`src/rtl/hw_spi_pkg.sv`:
```
// Shared constants, frame geometry and FSM state type for the APP FPGA SPI status slave.
package hw_spi_pkg;

  localparam logic [6:0] ADDR_STATUS0 = 7'h00;
  localparam logic [6:0] ADDR_STATUS1 = 7'h01;
  localparam logic [6:0] ADDR_STATUS2 = 7'h02;
  localparam logic [6:0] ADDR_STATUS3 = 7'h03;
  localparam logic [6:0] ADDR_STATUS4 = 7'h04;
  localparam logic [6:0] ADDR_STATUS5 = 7'h05;
  localparam logic [6:0] ADDR_STATUS6 = 7'h06;
  localparam logic [6:0] ADDR_STATUS7 = 7'h07;
  localparam logic [6:0] ADDR_CTRL    = 7'h08;
  localparam logic [6:0] ADDR_ID      = 7'h7F;

  localparam int unsigned FRAME_BITS = 16;
  localparam int unsigned CMD_BITS   = 8;
  localparam int unsigned RW_BIT     = 7;

  typedef enum logic [2:0] {
    WAIT_CS,
    IDLE,
    CMD,
    DATA,
    DONE
  } spi_state_e;

endpackage

```
`src/rtl/app_spi_status_slave_if.sv`:
```
// SPI0 link between the APP FPGA (master) and this board (slave).
interface app_spi_status_slave_if;

  logic spi_sclk;
  logic spi_cs_n;
  logic spi_mosi;
  logic spi_miso;

  modport master (
    output spi_sclk,
    output spi_cs_n,
    output spi_mosi,
    input  spi_miso
  );

  modport slave (
    input  spi_sclk,
    input  spi_cs_n,
    input  spi_mosi,
    output spi_miso
  );

endinterface

```
`src/rtl/spi_sync_edge.sv`:
```
// Multi-flop synchronizer for an asynchronous SPI pin with rise/fall pulses
// taken from the last stage against one further registered copy.
module spi_sync_edge #(
  parameter int unsigned STAGES = 2
) (
  input  logic clk,
  input  logic rst_n,
  input  logic din,
  output logic level,
  output logic rise,
  output logic fall
);

  logic [STAGES-1:0] sync_q;
  logic              dly_q;

  always_ff @(posedge clk or negedge rst_n) begin
    if (!rst_n) begin
      sync_q <= '0;
      dly_q  <= 1'b0;
    end else begin
      sync_q <= {sync_q[STAGES-2:0], din};
      dly_q  <= sync_q[STAGES-1];
    end
  end

  assign level = sync_q[STAGES-1];
  assign rise  = level & ~dly_q;
  assign fall  = ~level & dly_q;

endmodule

```
`src/rtl/app_spi_status_slave.sv`:
```
// SPI mode-0 slave, oversampled in CLK_100M: 16-bit frames read 8-bit pages of the
// board status vector, the ID byte, or write the loop-control register.
module app_spi_status_slave
  import hw_spi_pkg::*;
#(
  parameter int unsigned SYNC_STAGES = 2,
  parameter logic [7:0]  ID_VALUE    = 8'hA5,
  parameter logic [7:0]  CTRL_RESET  = 8'h00
) (
  input  logic                   CLK_100M,
  input  logic                   RST_N,
  app_spi_status_slave_if.slave  spi,
  input  logic [63:0]            status_in,
  output logic [7:0]             ctrl_out,
  output logic                   wr_strobe,
  output logic                   rd_strobe,
  output logic                   frame_err
);

  logic unused_sclk_level;
  logic sclk_rise, sclk_fall;
  logic cs_s, cs_rise, cs_fall;
  logic mosi_s;
  logic [SYNC_STAGES-1:0] mosi_sync_q;

  spi_sync_edge #(
    .STAGES (SYNC_STAGES)
  ) u_sclk_sync (
    .clk   (CLK_100M),
    .rst_n (RST_N),
    .din   (spi.spi_sclk),
    .level (unused_sclk_level),
    .rise  (sclk_rise),
    .fall  (sclk_fall)
  );

  spi_sync_edge #(
    .STAGES (SYNC_STAGES)
  ) u_cs_sync (
    .clk   (CLK_100M),
    .rst_n (RST_N),
    .din   (spi.spi_cs_n),
    .level (cs_s),
    .rise  (cs_rise),
    .fall  (cs_fall)
  );

  // Same depth as sclk so the bit seen at a synced rise is the one the master set up.
  always_ff @(posedge CLK_100M or negedge RST_N) begin
    if (!RST_N) begin
      mosi_sync_q <= '0;
    end else begin
      mosi_sync_q <= {mosi_sync_q[SYNC_STAGES-2:0], spi.spi_mosi};
    end
  end
  assign mosi_s = mosi_sync_q[SYNC_STAGES-1];

  spi_state_e  state_q, state_d;
  logic [4:0]  bit_cnt_q, bit_cnt_d;
  logic [7:0]  rx_q, rx_d;
  logic [7:0]  tx_q, tx_d;
  logic        rw_q, rw_d;
  logic [6:0]  addr_q, addr_d;
  logic        overrun_q, overrun_d;
  logic        miso_q, miso_d;
  logic [7:0]  ctrl_q, ctrl_d;
  logic        wr_q, wr_d;
  logic        rd_q, rd_d;
  logic        err_q, err_d;

  logic [7:0]  shift_byte;
  logic        last_cmd_bit;
  logic        last_frame_bit;
  logic [7:0]  rd_byte;

  assign shift_byte     = {rx_q[6:0], mosi_s};
  assign last_cmd_bit   = (bit_cnt_q == 5'(CMD_BITS - 1));
  assign last_frame_bit = (bit_cnt_q == 5'(FRAME_BITS - 1));

  // Read mux addressed by the command byte as it completes, so the snapshot is one cycle.
  always_comb begin
    rd_byte = 8'h00;
    case (shift_byte[6:0])
      ADDR_STATUS0: rd_byte = status_in[7:0];
      ADDR_STATUS1: rd_byte = status_in[15:8];
      ADDR_STATUS2: rd_byte = status_in[23:16];
      ADDR_STATUS3: rd_byte = status_in[31:24];
      ADDR_STATUS4: rd_byte = status_in[39:32];
      ADDR_STATUS5: rd_byte = status_in[47:40];
      ADDR_STATUS6: rd_byte = status_in[55:48];
      ADDR_STATUS7: rd_byte = status_in[63:56];
      ADDR_CTRL:    rd_byte = ctrl_q;
      ADDR_ID:      rd_byte = ID_VALUE;
      default:      rd_byte = 8'h00;
    endcase
  end

  always_ff @(posedge CLK_100M or negedge RST_N) begin
    if (!RST_N) begin
      state_q <= WAIT_CS;
    end else begin
      state_q <= state_d;
    end
  end

  always_comb begin
    state_d = state_q;
    unique case (state_q)
      WAIT_CS: if (cs_s) state_d = IDLE;
      IDLE:    if (cs_fall) state_d = CMD;
      CMD: begin
        if (cs_rise) begin
          state_d = IDLE;
        end else if (sclk_rise && last_cmd_bit) begin
          state_d = DATA;
        end
      end
      DATA: begin
        // A completing rise wins over a coincident cs_n rise.
        if (sclk_rise && last_frame_bit) begin
          state_d = cs_rise ? IDLE : DONE;
        end else if (cs_rise) begin
          state_d = IDLE;
        end
      end
      DONE:    if (cs_rise) state_d = IDLE;
      default: state_d = WAIT_CS;
    endcase
  end

  always_comb begin
    bit_cnt_d = bit_cnt_q;
    rx_d      = rx_q;
    tx_d      = tx_q;
    rw_d      = rw_q;
    addr_d    = addr_q;
    overrun_d = overrun_q;
    miso_d    = miso_q;
    ctrl_d    = ctrl_q;
    wr_d      = 1'b0;
    rd_d      = 1'b0;
    err_d     = 1'b0;
    unique case (state_q)
      WAIT_CS: miso_d = 1'b0;
      IDLE: begin
        miso_d = 1'b0;
        if (cs_fall) begin
          bit_cnt_d = '0;
          rx_d      = '0;
          tx_d      = '0;
          overrun_d = 1'b0;
        end
      end
      CMD: begin
        if (cs_rise) begin
          err_d  = 1'b1;
          miso_d = 1'b0;
        end else if (sclk_rise) begin
          rx_d      = shift_byte;
          bit_cnt_d = bit_cnt_q + 5'd1;
          if (last_cmd_bit) begin
            rw_d   = shift_byte[RW_BIT];
            addr_d = shift_byte[6:0];
            tx_d   = shift_byte[RW_BIT] ? rd_byte : 8'h00;
            rd_d   = shift_byte[RW_BIT];
          end
        end
      end
      DATA: begin
        if (sclk_rise && last_frame_bit) begin
          rx_d      = shift_byte;
          bit_cnt_d = bit_cnt_q + 5'd1;
          miso_d    = 1'b0;
          if (!rw_q && (addr_q == ADDR_CTRL)) begin
            ctrl_d = shift_byte;
            wr_d   = 1'b1;
          end
        end else if (cs_rise) begin
          err_d  = 1'b1;
          miso_d = 1'b0;
        end else if (sclk_rise) begin
          rx_d      = shift_byte;
          bit_cnt_d = bit_cnt_q + 5'd1;
        end else if (sclk_fall) begin
          miso_d = tx_q[7];
          tx_d   = {tx_q[6:0], 1'b0};
        end
      end
      DONE: begin
        miso_d = 1'b0;
        if (cs_rise) begin
          err_d     = overrun_q | sclk_rise;
          overrun_d = 1'b0;
        end else if (sclk_rise) begin
          overrun_d = 1'b1;
        end
      end
      default: miso_d = 1'b0;
    endcase
  end

  always_ff @(posedge CLK_100M or negedge RST_N) begin
    if (!RST_N) begin
      bit_cnt_q <= '0;
      rx_q      <= '0;
      tx_q      <= '0;
      rw_q      <= 1'b0;
      addr_q    <= '0;
      overrun_q <= 1'b0;
      miso_q    <= 1'b0;
      ctrl_q    <= CTRL_RESET;
      wr_q      <= 1'b0;
      rd_q      <= 1'b0;
      err_q     <= 1'b0;
    end else begin
      bit_cnt_q <= bit_cnt_d;
      rx_q      <= rx_d;
      tx_q      <= tx_d;
      rw_q      <= rw_d;
      addr_q    <= addr_d;
      overrun_q <= overrun_d;
      miso_q    <= miso_d;
      ctrl_q    <= ctrl_d;
      wr_q      <= wr_d;
      rd_q      <= rd_d;
      err_q     <= err_d;
    end
  end

  assign spi.spi_miso = miso_q;
  assign ctrl_out     = ctrl_q;
  assign wr_strobe    = wr_q;
  assign rd_strobe    = rd_q;
  assign frame_err    = err_q;

endmodule

```
`src/flat_wrapper.sv`:
```
// flat-port wrapper written by rule: the top's interface ports become plain ports
module app_spi_status_slave_flat import hw_spi_pkg::*;
#(
  parameter int unsigned SYNC_STAGES = 2,
  parameter logic [7:0]  ID_VALUE    = 8'hA5,
  parameter logic [7:0]  CTRL_RESET  = 8'h00
)
  (CLK_100M, RST_N, status_in, ctrl_out, wr_strobe, rd_strobe, frame_err, spi_spi_sclk, spi_spi_cs_n, spi_spi_mosi, spi_spi_miso);
  app_spi_status_slave_if spi_i ();
  input  logic CLK_100M;
  input  logic RST_N;
  input  logic [63:0] status_in;
  output logic [7:0] ctrl_out;
  output logic wr_strobe;
  output logic rd_strobe;
  output logic frame_err;
  input wire logic [$bits(spi_i.spi_sclk)-1:0] spi_spi_sclk;
  input wire logic [$bits(spi_i.spi_cs_n)-1:0] spi_spi_cs_n;
  input wire logic [$bits(spi_i.spi_mosi)-1:0] spi_spi_mosi;
  output wire logic [$bits(spi_i.spi_miso)-1:0] spi_spi_miso;
  assign spi_i.spi_sclk = spi_spi_sclk;
  assign spi_i.spi_cs_n = spi_spi_cs_n;
  assign spi_i.spi_mosi = spi_spi_mosi;
  assign spi_spi_miso = spi_i.spi_miso;
  app_spi_status_slave #(.SYNC_STAGES(SYNC_STAGES), .ID_VALUE(ID_VALUE), .CTRL_RESET(CTRL_RESET)) u_core (.CLK_100M(CLK_100M), .RST_N(RST_N), .spi(spi_i), .status_in(status_in), .ctrl_out(ctrl_out), .wr_strobe(wr_strobe), .rd_strobe(rd_strobe), .frame_err(frame_err));
endmodule
```
`config.mk`:
```
export PLATFORM = sky130hd
export DESIGN_NAME = app_spi_status_slave_flat
export DESIGN_NICKNAME = d
export VERILOG_FILES = /design/src/rtl/hw_spi_pkg.sv /design/src/rtl/app_spi_status_slave_if.sv /design/src/rtl/spi_sync_edge.sv /design/src/rtl/app_spi_status_slave.sv /design/src/flat_wrapper.sv
export SDC_FILE = /design/constraint.sdc
export NUM_CORES = 1
export LEC_CHECK = 0
export CAP_MARGIN = 20
export CELL_PAD_IN_SITES_DETAIL_PLACEMENT = 0
export CELL_PAD_IN_SITES_GLOBAL_PLACEMENT = 1
export CORE_ASPECT_RATIO = 1.1
export CORE_MARGIN = 4
export CORE_UTILIZATION = 33
export CTS_CLUSTER_SIZE = 40
export DETAILED_ROUTE_END_ITERATION = 7
export PLACE_DENSITY_LB_ADDON = 0.1
export SYNTH_ARGS = -nofsm -noshare
export SYNTH_HDL_FRONTEND = slang
export SYNTH_SLANG_ARGS = --single-unit
export TNS_END_PERCENT = 100
```
`constraint.sdc`:
```
create_clock -name CLK_100M -period 2 [get_ports CLK_100M]
set_input_delay 0.2 -clock CLK_100M [delete_from_list [all_inputs] [get_ports CLK_100M]]
set_output_delay 0.2 -clock CLK_100M [all_outputs]
set_load 0.1 [all_outputs]
```
After elaboration in Yosys (flattened, before gate mapping)
Cells that the tools add are included.

cells by class
  mux-type cells = 49
  reductions and logical operators = 15
  $add $sub $neg = 1
  equal/unequal tests = 30
  bitwise operators = 10

operator list
  cell                                                                    number
  8-bit two-way mux                                                       12
  8-bit one-hot mux with 10 select lines                                  1
  8-bit one-hot mux with 3 select lines                                   2
  7-bit by 3-bit equality test with 1-bit output (second input constant)  4
  3-bit two-way mux                                                       7
  5-bit two-way mux                                                       4
  1-bit two-way mux                                                       18
  3-bit one-hot mux with 5 select lines                                   1
  5-bit one-hot mux with 3 select lines                                   1
  7-bit by 2-bit equality test with 1-bit output (second input constant)  2
  7-bit by 4-bit equality test with 1-bit output (second input constant)  2
  3-bit AND reduction                                                     4
  2-bit by 1-bit != test with 1-bit output (second input constant)        5
  2-bit != test (second input constant)                                   5
  9-bit AND reduction                                                     1
  7-bit by 1-bit equality test with 1-bit output (second input constant)  1
  7-bit equality test (second input constant)                             1
  7-bit logical NOT                                                       1
  3-bit by 2-bit equality test with 1-bit output (second input constant)  2
  3-bit by 1-bit != test with 1-bit output (second input constant)        2
  5-bit by 1-bit adder with 5-bit output (second input constant)          1
  5-bit by 3-bit equality test with 1-bit output (second input constant)  1
  5-bit by 4-bit equality test with 1-bit output (second input constant)  1
  1-bit inverter                                                          5
  15 further kinds                                                        21

word-level totals
  output and inout port bits = 12
  register bits after elaboration = 53
  input bits = 69
  logic and storage cells = 122

Depth between registers and ports, before layout
Gate-level depths: netlist of the first run.

  depth after elaboration = 7
  depth in mapped cells = 8
  gate-level depth less buffers = 7

By module
Synthesis of the first run repeated with hierarchy kept, for this count alone.

unflattened totals
  cell total of the unflattened synthesis = 297
  area, all modules = 3,064.2 um2

by module, submodules not included
  module                seq. area each (um2)  area an instance (um2)  times used  cells each
  app_spi_status_slave  1,151.1               2,884.0                 1           287
  spi_sync_edge         75.1                  90.1                    2           5

Worst setup path after synthesis of the first run
OpenSTA, ideal clock, no wires.

  kind = register to register
  start = reg u_core.bit_cnt_q[0]
  end = reg u_core.tx_q[3]
  required time = 1.908 ns
  data arrival time = 1.833 ns
  slack = 0.075 ns
  clock period less this slack = 1.925 ns
  setup time = 0.092 ns
  stages on the path, launching flop included = 8
  path through = dfrtp_1 > ha_1 > nand4bb_1 > nor3_2 > o211ai_4 > or3_1 > buf_2 > o31ai_2

on the way
  cells in the longest elaborated chain, start to end = 4
  elaborated cells between the ends (all ways) = 6

RTL lines
  item                                            RTL line                     RTL
  from (decl)                                     app_spi_status_slave.sv:59   logic [4:0] bit_cnt_q, bit_cnt_d;
  from (signal assigned)                          app_spi_status_slave.sv:216  bit_cnt_q <= bit_cnt_d;
  5-bit by 4-bit equality test with 1-bit output  app_spi_status_slave.sv:78   assign last_frame_bit = (bit_cnt_q == 5'(FRAME_BITS - 1));
  1-bit logical AND                               app_spi_status_slave.sv:170  if (sclk_rise && last_frame_bit) begin
  2-bit != test (no source line)                  -
  9-bit AND reduction (no source line) (*)        -
  to (signal assigned)                            app_spi_status_slave.sv:218  tx_q <= tx_d;
  to (decl)                                       app_spi_status_slave.sv:61   logic [7:0] tx_q, tx_d;

Mark *: on every way between the ends. The rest lies on a longest branch, timed or not.
A chain may end at the register's enable or synchronous reset.

Final worst setup path of the first run
Ends and elaborated chain as after synthesis.

==> impl_metrics.toml, run 1 <==
[power_and_ir_drop]
sw_frac_of_total_pct = 35.9
ir_drop_uv = 364
total_power_mw = 3.16
power.share.clock_pct = 19.0
p_leak_nw = 1.85
p_per_area_nw_per_um2 = 769
netSwitchingPower_mw = 1.13
pwr-share-seq_pct = 39.1
p_int_mw = 2.03
combPwrFrac_pct = 42.0

[sta]
fin_crit_sh_pct = 93.5
timing.setup.tns_ns = 0
finalSetupViolations = 0
fin_worst_skew_ns = 0.00731
worstMarginPinSlew_ns = 0.535
drv_slew = 0
slew_headroom_pct = 64.3
fin_crit_ns = 1.87
hold_viol = 0
setup_slack_ns = 0.130
rsz0062_at_grt = "no"
fmax_ghz = 0.535
whs_ns = 0.325

[worst_setup_path]
critPathCaptureType = "register"
path_buf_inv = 0
crit_fanout = 8
critPathArrivalTime_ns = 2.08
cp_data_required_time_ns = 2.21
slowest_delay_ns = 0.45
cp_num_cells = 6
critical_path_class = "reg2reg"
cp_cell_sequence = "ha_1 > nand4bb_1 > nor3_2 > o211ai_4 > or3_4 > o31ai_2"
start_kind = "register"
slowest_stage = "or3_4"
critPathTopFamily = "simple AND/OR/NAND/NOR gates"
reg2reg_slack_ns = 0.13
r2r_cells = 6

[detailed_routing]
wl_per_cell_um = 16.6
drt_iter0_drc = 114
vias_per_cell = 5.28
ant_nets = 0
firstDrtPassIters = 5
drc = 0
num_vias = 2628
drt_wl_total_mm = 8.27

[grt]
grt_pass1_wl_mm = 13.8
grt_pass1_vias = 2749
antenna_found_initial = 0
grt_max_degree = 32
grt.overflow.total = 0
grt_usage_pct = 16.5

[placement]
hpwlAfterDp_mm = 6.42
dpl_cell_area_um2 = 3970
io_buffers = 80
dpl.cell_count = 488
pre_cts_ws_ns = 0.0442
place_congestion = 0.798

[synth]
synth_flop_cell = "dfrtp_1"
ys_seq_area_share_pct = 44.8
ys_warn_count = 0
synth_seq_cells = 52
async_flop_share_pct = 100
syn-instance-count = 287
syn_nets = 358
synth-edff-count = 0
netlist_area_um2 = 2910
ys_types = 50
avgSynthCellArea_um2 = 10.1

[cells_and_area]
final_area_um2 = 4110
nFillCells = 830
utilization_pct = 48.3
final_common_cell = "clkdlybuf4s50_1"
antenna_cells = 0
final_layout_size_suffix_gt1_share_pct = 20.4
final_cell_mix = "clkdlybuf4s50_1, dfrtp_1, buf_4, nand2_1, mux2i_1"
area_delta_synth_final_pct = 41.3
fin_cells = 498
nets = 457

[cts]
cts_tree = "yes"
clk_pin_slew_ns = 0.10
h-tree-depth = 2
cts.sinks = 52
cts_root_buffer = "clkbuf_8"
clk_latency_ns = 0.30
cts-buffers-inserted = 5
ctsLongestPathBuffers = 2

[worst_hold_path]
hold_depth = 1
hp-class = "in2reg"

[floorplanning]
core_area_um2 = 8500
start_util_pct = 34.2
die_x_um = 97.5
num_rows = 35
fp.dieArea_um2 = 10400
die_y_um = 106
ioPinCount = 81

[status]
status = "complete, no violations"

[job]
cap_violations = 0
registers in the layout (all words and copies together) (netlist names), 2 cells and up:
| signal | cells |
|---|---|
| u_core.ctrl_out | 8 |
| u_core.tx_q | 8 |
| u_core.addr_q | 7 |
| u_core.rx_q | 7 |
| u_core.bit_cnt_q | 5 |
| u_core.state_q | 3 |
| u_core.mosi_sync_q | 2 |
| u_core.u_cs_sync.sync_q | 2 |
| u_core.u_sclk_sync.sync_q | 2 |
synthesized netlist by cell type, types with 3 or more instances:
cell type	instances	area share, %
o21ai_0	14	2.4
clkbuf_1	10	1.3
a22o_1	10	3.0
nand3b_1	3	0.78
a31oi_1	13	2.8
a211oi_1	3	0.78
o21ai_1	6	1.0
nor3_1	5	0.86
mux2_2	12	4.7
mux4_2	3	2.3
mux2i_1	20	6.9
and3_1	8	1.7
o211ai_1	4	1.0
inv_1	7	0.90
nor2_1	10	1.3
nand2_1	29	3.7
a21oi_1	10	1.7
a221o_1	3	1.0
nand3_1	7	1.2
dfrtp_1	52	45
nand2b_1	5	1.1
nor2b_1	4	0.86
and2_1	5	1.1
or3_1	3	0.65
buf_2	7	1.2
metal layers:
metal	share of wire, %	track usage (%)	wire, um
met2	51	29.6	4220
met1	42	19.8	3450
met5	0	0	0
met3	5.9	3.87	491
met4	1.2	3.86	102
final cells by class:
cell class	instances	area (um2)	share of cell area [%]
Multi-Input combinational cell	210	1520	37.0
Sequential cell	52	1300	31.7
Timing Repair Buffer	110	1030	25.1
Tap cell	111	139	3.38
Clock buffer	5	68.8	1.68
Inverter	7	26.3	0.640
Clock inverter	3	18.8	0.457
power by group through the flow:
| stage | logic (mW) | registers (mW) | clock network [mW] |
|---|---|---|---|
| 2_1_floorplan | 0.815 | 1.24 | 0 |
| 3_3_place_gp | 1.31 | 1.25 | 0 |
| 3_5_place_dp | 1.30 | 1.25 | 0 |
| 4_1_cts | 1.31 | 1.23 | 0.627 |
| 5_1_grt | 1.45 | 1.25 | 0.676 |
| 6_report | 1.33 | 1.23 | 0.599 |
final timing paths:
kind	start	end
worst max-delay path	u_core.bit_cnt_q[0]$_DFFE_PN0P_	u_core.tx_q[3]$_DFFE_PN0P_
worst min register to register	u_core.u_sclk_sync.sync_q[0]$_DFF_PN0_	u_core.u_sclk_sync.sync_q[1]$_DFF_PN0_
worst max register to register	u_core.bit_cnt_q[0]$_DFFE_PN0P_	u_core.tx_q[3]$_DFFE_PN0P_
worst min-delay path	spi_spi_cs_n	u_core.u_cs_sync.sync_q[0]$_DFF_PN0_
max in group asynchronous	RST_N	u_core.rx_q[6]$_DFFE_PN0P_
min in group asynchronous	RST_N	u_core.u_cs_sync.dly_q$_DFF_PN0_
cell families (layout without fill, tap and decap cells):
kind of cell / count (synthesis) / count (layout) / synth area share (%)
mux: 35 / 35 / 13.9
buf+inv: 25 / 125 / 3.66
flops: 52 / 52 / 44.8
compound gates: 84 / 84 / 20.6
simple gates: 89 / 89 / 16.2
fa+ha+maj: 2 / 2 / 0.861
what timing repair did:
item / 4_1_cts / 5_1_grt
resized for setup: 0 / 6
setup endpoints to repair: 0 / 25
hold buffers: 1 / 0
hold endpoints to repair: 21 / 0
buffers inserted: 0 / 1
No activity file was read; power rests on OpenSTA's default activity.
==> run 2, diff against run 1 <==
Settings changed: CORE_UTILIZATION 33 to 39, CTS_CLUSTER_DIAMETER from default to 200.
Clock period 2 ns to 2.3 ns, I/O delays scaled along.
==> run 2 against run 1 <==
  * Worst hold slack worse by 0.29 ns
  * Via count is 2.5% lower
  * Sequential share of layout area is 1.3 points higher
  * Clock skew is 0.0029 ns higher
  * Largest power group is now sequential cells
==> impl_metrics.toml, run 2 (synthesized netlist as in run 1, its figures left out) <==
[status]
status = "complete, no violations"

[sta]
fin_worst_skew_ns = 0.0102
rsz0062_at_grt = "no"
slew_headroom_pct = 56.5
fin_crit_ns = 2.09
hold_viol = 0
drv_slew = 0
timing.setup.tns_ns = 0
fin_crit_sh_pct = 90.8
fmax_ghz = 0.479
finalSetupViolations = 0
worstMarginPinSlew_ns = 0.652

[floorplanning]
ioPinCount = 81
core_area_um2 = 7130
num_rows = 32
die_y_um = 98.5
die_x_um = 90.3
start_util_pct = 40.8
fp.dieArea_um2 = 8900

[power_and_ir_drop]
p_per_area_nw_per_um2 = 678
ir_drop_uv = 248
p_leak_nw = 1.78

[detailed_routing]
wl_per_cell_um = 17.0
drt_wl_total_mm = 7.87
ant_nets = 0
drt_iter0_drc = 104
num_vias = 2562
vias_per_cell = 5.55
drc = 0
firstDrtPassIters = 4

[grt]
grt.overflow.total = 0
antenna_found_initial = 0
grt_usage_pct = 17.8
grt_max_degree = 53
grt_pass1_vias = 2591
grt_pass1_wl_mm = 12.8

[placement]
dpl.cell_count = 454
hpwlAfterDp_mm = 6.06
io_buffers = 80
place_congestion = 0.834

[cells_and_area]
nFillCells = 670
area_delta_synth_final_pct = 35.8
final_layout_size_suffix_gt1_share_pct = 17.0
final_cell_mix = "clkdlybuf4s50_1, dfrtp_1, buf_4, nand2_1, mux2i_1"
fin_cells = 462
antenna_cells = 0
final_common_cell = "clkdlybuf4s50_1"
utilization_pct = 55.4
nets = 447

[cts]
cts_tree = "yes"
clk_pin_slew_ns = 0.10
cts_root_buffer = "clkbuf_8"
ctsLongestPathBuffers = 2
postCtsSetupBuffers = 0
cts.sinks = 52
cts-buffers-inserted = 5
h-tree-depth = 2
clk_latency_ns = 0.31

[worst_setup_path]
critical_path_class = "reg2reg"
critPathCaptureType = "register"
reg2reg_slack_ns = 0.21
critPathArrivalTime_ns = 2.31
crit_fanout = 8
cp_data_required_time_ns = 2.52
start_kind = "register"

[job]
cap_violations = 0

[worst_hold_path]
hp-class = "in2async"
run 2: area by class of cell:
type                            instances  area (um2)  area share (%)
Timing Repair Buffer                  100         916            23.2
Inverter                                7        26.3           0.666
Sequential cell                        52        1300            33.0
Multi-Input combinational cell        210        1500            38.1
Tap cell                               85         106            2.70
Clock buffer                            7        86.3            2.19
Clock inverter                          1        7.51           0.190
run 2: per-stage QoR:
step | worst slack, ns | hold WS (ns) | instance area, um2 | power (mW)
final | 0.211 | 0.0305 | 3950 | 2.67
after global routing | 0.0604 | 0.0912 | 3950 | 2.86
after CTS | 0.0544 | 0.0559 | 3940 | 2.69
after detailed placement | 0.0801 | 0.339 | 3850 | 2.15
after global placement | 0.121 | 0.332 | 3850 | 2.14
after floorplan | 0.375 | -0.0656 | 2910 | 1.79
run 2: layer usage:
metal  vias up  share of wire (%)  GRT usage [%]
met2        77                 50           31.3
met1      1223                 41           21.4
met5         -                  0              0
li1       1252                  -              -
met3        10                6.8           4.66
met4         0                1.9           5.77
run 2: final timing paths:
check                                                          to                              startpoint  depth (start not counted)
max in group asynchronous            u_core.addr_q[4]$_DFFE_PN0P_                                   RST_N                          2
setup reg to reg                       u_core.tx_q[6]$_DFFE_PN0P_         u_core.bit_cnt_q[0]$_DFFE_PN0P_                          6
hold reg to reg            u_core.u_sclk_sync.sync_q[1]$_DFF_PN0_  u_core.u_sclk_sync.sync_q[0]$_DFF_PN0_                          0
min in group CLK_100M      u_core.u_sclk_sync.sync_q[1]$_DFF_PN0_  u_core.u_sclk_sync.sync_q[0]$_DFF_PN0_                          0
hold / removal                         u_core.frame_err$_DFF_PN0_                                   RST_N                          2
setup / recovery                       u_core.tx_q[6]$_DFFE_PN0P_         u_core.bit_cnt_q[0]$_DFFE_PN0P_                          6
run 2: worst max-delay path: stages (launching register included):
cell and delay [ns]:
dfrtp_1 0.42, ha_1 0.23, nand4bb_1 0.21, nor3_2 0.26, o211ai_4 0.10, or3_1 0.52, o31ai_2 0.26
run 2: power by group:
part           internal (mW)  leakage [nW]  switching, mW
logic                  0.486          1.04          0.536
registers              0.998         0.698          0.114
clock network          0.245        0.0445          0.296
total                   1.73          1.78          0.945
run 2: timing repair:
action / CTS / global route
hold buffers: 0 / 0
gates resized for setup: 0 / 1
endpoints found under the hold margin: 0 / 0
setup endpoints to repair: 0 / 10
